**src/rtl/mul_pipe_vr_if.sv**
```systemverilog
// Valid/ready handshake bundle for the pipelined multiplier: operand side
// (in_valid/in_ready/a/b/is_signed) and result side (out_valid/out_ready/z).
interface mul_pipe_vr_if #(
  parameter int WIDTH = 8
);
  logic               in_valid;
  logic               in_ready;
  logic [WIDTH-1:0]   a;
  logic [WIDTH-1:0]   b;
  logic               is_signed;
  logic               out_valid;
  logic               out_ready;
  logic [2*WIDTH-1:0] z;

  modport master (
    output in_valid, a, b, is_signed, out_ready,
    input  in_ready, out_valid, z
  );

  modport slave (
    input  in_valid, a, b, is_signed, out_ready,
    output in_ready, out_valid, z
  );
endinterface

```
**src/rtl/mul_pipe_vr.sv**
```systemverilog
// Three-stage valid/ready multiplier: S1 splits the partial-product rows into
// two sums, S2 combines them, S3 is the output register. One global stall.
module mul_pipe_vr #(
  parameter int WIDTH = 8
) (
  input  logic          clk,
  input  logic          rst_n,
  mul_pipe_vr_if.slave  bus
);
  localparam int W  = WIDTH;
  localparam int W2 = 2 * WIDTH;

  logic                     en;
  logic [W2-1:0]            a_ext;
  logic [W2-1:0]            neg_a_ext;
  logic [W-1:0][W2-1:0]     rows;
  logic [W2-1:0]            p_lo_next;
  logic [W2-1:0]            p_hi_next;

  logic [W2-1:0]            p_lo_reg;
  logic [W2-1:0]            p_hi_reg;
  logic                     s1_valid_reg;
  logic [W2-1:0]            prod_reg;
  logic                     s2_valid_reg;
  logic [W2-1:0]            z_reg;
  logic                     out_valid_reg;

  assign en           = !out_valid_reg || bus.out_ready;
  assign bus.in_ready = en;
  assign bus.out_valid = out_valid_reg;
  assign bus.z         = z_reg;

  assign a_ext     = bus.is_signed ? {{W{bus.a[W-1]}}, bus.a} : {{W{1'b0}}, bus.a};
  assign neg_a_ext = -a_ext;

  // Signed operands: the multiplier MSB carries weight -2^(W-1), so its row
  // adds the negated multiplicand; everything else is plain shift-and-add.
  generate
    for (genvar gi = 0; gi < W; gi++) begin : g_row
      if (gi == W - 1) begin : g_msb
        assign rows[gi] = !bus.b[gi]    ? '0 :
                          bus.is_signed ? (neg_a_ext << gi) : (a_ext << gi);
      end else begin : g_low
        assign rows[gi] = bus.b[gi] ? (a_ext << gi) : '0;
      end
    end
  endgenerate

  always_comb begin
    p_lo_next = '0;
    p_hi_next = '0;
    for (int i = 0; i < W / 2; i++) begin
      p_lo_next = p_lo_next + rows[i];
    end
    for (int i = W / 2; i < W; i++) begin
      p_hi_next = p_hi_next + rows[i];
    end
  end

  always_ff @(posedge clk or negedge rst_n) begin
    if (!rst_n) begin
      p_lo_reg      <= '0;
      p_hi_reg      <= '0;
      s1_valid_reg  <= 1'b0;
      prod_reg      <= '0;
      s2_valid_reg  <= 1'b0;
      z_reg         <= '0;
      out_valid_reg <= 1'b0;
    end else if (en) begin
      p_lo_reg      <= p_lo_next;
      p_hi_reg      <= p_hi_next;
      s1_valid_reg  <= bus.in_valid;
      prod_reg      <= p_lo_reg + p_hi_reg;
      s2_valid_reg  <= s1_valid_reg;
      z_reg         <= prod_reg;
      out_valid_reg <= s2_valid_reg;
    end
  end
endmodule

```
**src/flat_wrapper.sv**
```systemverilog
// flat-port wrapper written by rule: the top's interface ports become plain ports
module mul_pipe_vr_flat 
#(
  parameter int WIDTH = 8
)
  (clk, rst_n, bus_in_valid, bus_a, bus_b, bus_is_signed, bus_out_ready, bus_in_ready, bus_out_valid, bus_z);
  mul_pipe_vr_if #(.WIDTH(WIDTH)) bus_i ();
  input  logic clk;
  input  logic rst_n;
  input wire logic [$bits(bus_i.in_valid)-1:0] bus_in_valid;
  input wire logic [$bits(bus_i.a)-1:0] bus_a;
  input wire logic [$bits(bus_i.b)-1:0] bus_b;
  input wire logic [$bits(bus_i.is_signed)-1:0] bus_is_signed;
  input wire logic [$bits(bus_i.out_ready)-1:0] bus_out_ready;
  output wire logic [$bits(bus_i.in_ready)-1:0] bus_in_ready;
  output wire logic [$bits(bus_i.out_valid)-1:0] bus_out_valid;
  output wire logic [$bits(bus_i.z)-1:0] bus_z;
  assign bus_i.in_valid = bus_in_valid;
  assign bus_i.a = bus_a;
  assign bus_i.b = bus_b;
  assign bus_i.is_signed = bus_is_signed;
  assign bus_i.out_ready = bus_out_ready;
  assign bus_in_ready = bus_i.in_ready;
  assign bus_out_valid = bus_i.out_valid;
  assign bus_z = bus_i.z;
  mul_pipe_vr #(.WIDTH(WIDTH)) u_core (.clk(clk), .rst_n(rst_n), .bus(bus_i));
endmodule
```
**config.mk**
```make
export PLATFORM = sky130hd
export DESIGN_NAME = mul_pipe_vr_flat
export DESIGN_NICKNAME = d
export VERILOG_FILES = /design/src/rtl/mul_pipe_vr_if.sv /design/src/rtl/mul_pipe_vr.sv /design/src/flat_wrapper.sv
export SDC_FILE = /design/constraint.sdc
export NUM_CORES = 1
export LEC_CHECK = 0
export ABC_AREA = 1
export CORE_ASPECT_RATIO = 1.75
export CORE_MARGIN = 2
export CORE_UTILIZATION = 60
export DETAILED_ROUTE_END_ITERATION = 7
export PLACE_DENSITY = 0.78
export SLEW_MARGIN = 20
export SYNTH_ARGS = -nofsm -noshare
export SYNTH_HDL_FRONTEND = slang
export SYNTH_SLANG_ARGS = --single-unit
```
**constraint.sdc**
```tcl
create_clock -name clk -period 1.7 [get_ports clk]
set_input_delay 0.17 -clock clk [delete_from_list [all_inputs] [get_ports clk]]
set_output_delay 0.17 -clock clk [all_outputs]
set_load 0.02 [all_outputs]
```
==> impl_summary.txt <==
----------------------------------------------------
[Worst setup path]
  Critical Path Start Type ... primary input
  Critical-path maximum fanout ... 5
  CP Capture Type ... flip-flop
  Required arrival time at the worst endpoint ... 1.96 ns
  Setup Crit Path Kind ... in2reg
  Critical path buffer and inverter count ... 3
  Dominant delay contributor by cell family on the critical path ... adder cells
  Critical-path top delay cell ... fa_1
  Critical path's largest stage delay ... 0.61 ns
  Critical path data arrival time ... 2.75 ns
  Cells along the critical path ... buf_2 > inv_8 > nor2_4 > fa_2 > fa_1 > ha_4 > buf_4 > a21oi_1 > nand3_2 > nand2_2 > nand2_1 > o21ai_1

[Global route]
  First-pass GRT wire length ... 23200 µm
  Largest net degree at the start of global routing ... 75
  Antenna violations before repair ... 0
  Via count of the first global-routing pass ... 5362
  Residual overflow from global routing ... 0
  Overall routing resource usage ... 29.2%

[Power and ir drop]
  Maximum resistive drop on vdd ... 915 µV
  Leak ... 4.14 nW
  Power, Total ... 10.5 mW
  Power per standard cell area ... 1360 nW/µm²

[Route]
  Length of the first detailed-routing pass in iterations ... 5
  Metal3 WL ... 463 µm
  Total detailed-routing wirelength ... 15300 µm
  Top metal layer carrying routed signals ... met4
  Average wire per standard cell ... 15.3 µm
  Via count ... 5307
  Number of violations reported at the end of detailed-routing iteration 0 ... 368
  Avg Vias per Cell ... 5.34
  Wire length on met2 ... 8690 µm
  Post-DRT Antenna Nets ... 0
  Routed metal-1 wire length ... 5370 µm
  Number of DRC violations after detailed routing ... 0

[STA]
  Slew HR ... 78.4%
  Final worst hold slack ... 0.284 ns
  Achievable Freq ... 401 MHz
  Final worst path period need ... 2.50 ns
  Final Slew Violations ... 0
  Final hold violations ... 0
  Count of final setup violators ... 21
  Unrepaired setup endpoints after global routing ... true
  Worst path setup slack after routing ... -0.795 ns
  Clock tree skew after final layout ... 0.00728 ns
  Sum Neg Setup Slack ... -12.78 ns
  Worst slew pin tran ... 0.325 ns
  Final critical-path share of the clock period ... 147%

[Placed design]
  Placed wire-length estimate after detailed placement ... 9940 µm
  Placed Cells incl. Taps ... 959
  Routability cong. ... 0.885
  # port buffers ... 38
  Pre-CTS setup slack ... -1.59 ns
  Area post-placement ... 6640 µm²

[Clock tree]
  Clock root cell ... clkbuf_16
  Insertion delay to the later sink of the worst-skew pair ... 0.33 ns
  CTS H-Tree Depth ... 3
  Clk sink count ... 63
  Number of buffers added by the clock tree synthesis step ... 9
  Clk slew on worst S/H paths ... 0.05 ns
  CTS tree ... built
  Maximum root-to-sink buffer count ... 2

[Layout]
  Post-route cell area ... 7690 µm²
  Fin util ... 85.7%
  Layout cell share with drive strength beyond 1 ... 32.4%
  Layout Cells excl Fill ... 994
  Layout overhead on the synthesized area ... 40.2%
  Diode count ... 0
  Net count reported at finish ... 963

[Logic synthesis]
  Fraction of synthesized cell area taken by the top area cell type ... 28.7%
  Async set or reset register ratio after synthesis ... 100%
  Cell taking the most area after synthesis ... dfrtp_1
  Number of cells produced by synthesis ... 768
  Synthesis-stage register bit count ... 63
  Area of the mapped netlist ... 5490 µm²
  Portion of the post-synthesis area used by sequential elements ... 28.7%
  Number of enable flip-flop cells after synthesis ... 0
  Ys flop type ... dfrtp_1
  Post-synth cell types ... 33
  Mean instance size in the synthesized netlist ... 7.15 µm²
  Synthesis warning total ... 0
  Synthesized net count ... 861
  Top cells by area in the synthesized netlist ... dfrtp_1, nand2_1, fa_1

[Floorplan]
  Number of standard-cell rows in the floorplan ... 46
  Core area ... 8980 µm²
  Die Outline Area ... 9960 µm²
  Initial Utilization ... 61.1%
  Vertical die dimension ... 131 µm
  I/O pin count ... 39
  Overall die width ... 76.3 µm

[Run status]
  Status ... complete, but fails checks
  Failing checks ... negative setup slack

[Run]
  Max capacitance violation total ... 0

[Min path]
  Worst min-delay path category ... in2reg

----------------------------------------------------
==> where the power goes <==
part | leakage [nW] | internal, mW | switching, mW | total (mW)
Combinational | 3.23 | 2.64 | 3.36 | 6.00
Sequential | 0.766 | 2.18 | 0.450 | 2.63
Clock | 0.145 | 1.20 | 0.626 | 1.83
==> final timing paths <==
check                                                    start                               to  slack (ns)  cells after the start
worst max-delay path                             bus_is_signed  u_core.p_lo_reg[11]$_DFFE_PN0P_       -0.80                     12
worst min-delay path                                  bus_b[0]   u_core.p_lo_reg[0]$_DFFE_PN0P_        0.28                      4
worst max register to register  u_core.p_lo_reg[6]$_DFFE_PN0P_  u_core.prod_reg[10]$_DFFE_PN0P_        0.06                      8
worst min register to register  u_core.prod_reg[8]$_DFFE_PN0P_      u_core.bus.z[8]$_DFFE_PN0P_        0.47                      2
max in group asynchronous                                rst_n  u_core.prod_reg[11]$_DFFE_PN0P_        1.05                      3
min in group asynchronous                                rst_n      u_core.bus.z[0]$_DFFE_PN0P_        0.37                      3
==> metal layers <==
metal	up-vias	global-route usage [%]
met2	166	59.9
met4	0	15.6
met5	-	0
li1	2506	-
met3	55	3.16
met1	2580	28.1
==> cell usage after synthesis, types with 2 or more instances <==
cell and n:
nand2_1 271, inv_1 159, dfrtp_1 63, nand3_1 46, fa_1 38, ha_1 34
o21ai_0 32, nor2_1 31, a21oi_1 23, clkbuf_1 10, buf_2 7, buf_4 7
nand4_1 7, xnor2_1 7, buf_6 5, xor2_1 4, a21o_1 2, a31oi_1 2
nand3b_1 2, nor2_2 2, o21ai_1 2, or2_0 2, or2_1 2
==> placed cells by master, fill, tap and decap left out, types with 18 or more instances in the layout <==
cell             netlist  final
buf_6                  5     26
dfrtp_1               63     63
nand2_4                0     18
nand2_1              271    226
inv_2                  1     46
nand3_1               46     31
clkdlybuf4s50_1        0     21
buf_4                  7     56
nor2_1                31     19
fa_1                  38     32
nand2_2                0     26
o21ai_0               32     22
ha_4                   0     19
inv_1                159    114
==> what timing repair did <==
item	in CTS	in global routing
pin swaps	68	65
hold buffers	1	0
setup buffers	15	7
setup endpoints to repair	26	23
cloned	0	0
gates resized for setup	151	101
endpoints found under the hold margin	63	0
==> cells by family after synthesis <==
group	count (synthesis)	share of synthesized area, %
AND/OR/NAND/NOR	367	27.2
flip-flops	63	28.7
AO/OA/AOI/OAI	65	6.34
buffers and inverters	190	14.4
adder cells (fa/ha/maj)	72	21.6
XOR/XNOR	11	1.76
==> final cells by class <==
type / instances / area (µm²)
clock buffer: 12 / 256
clock inverter: 3 / 42.5
fill: 510 / 1280
inverter: 161 / 612
multi-input combinational: 515 / 3910
sequential: 63 / 1580
tap: 120 / 150
timing repair buffer: 120 / 1140
==> worst reg2reg max path, stage by stage (launching register included) <==
cell and delay, ns:
dfrtp_1 0.40, ha_1 0.37, nand2_1 0.15, nor2_2 0.19
nand2_1 0.07, nand2_1 0.09, or2_0 0.14, nand3_1 0.09
nand2_1 0.08
(Power assumes the default switching activity.)
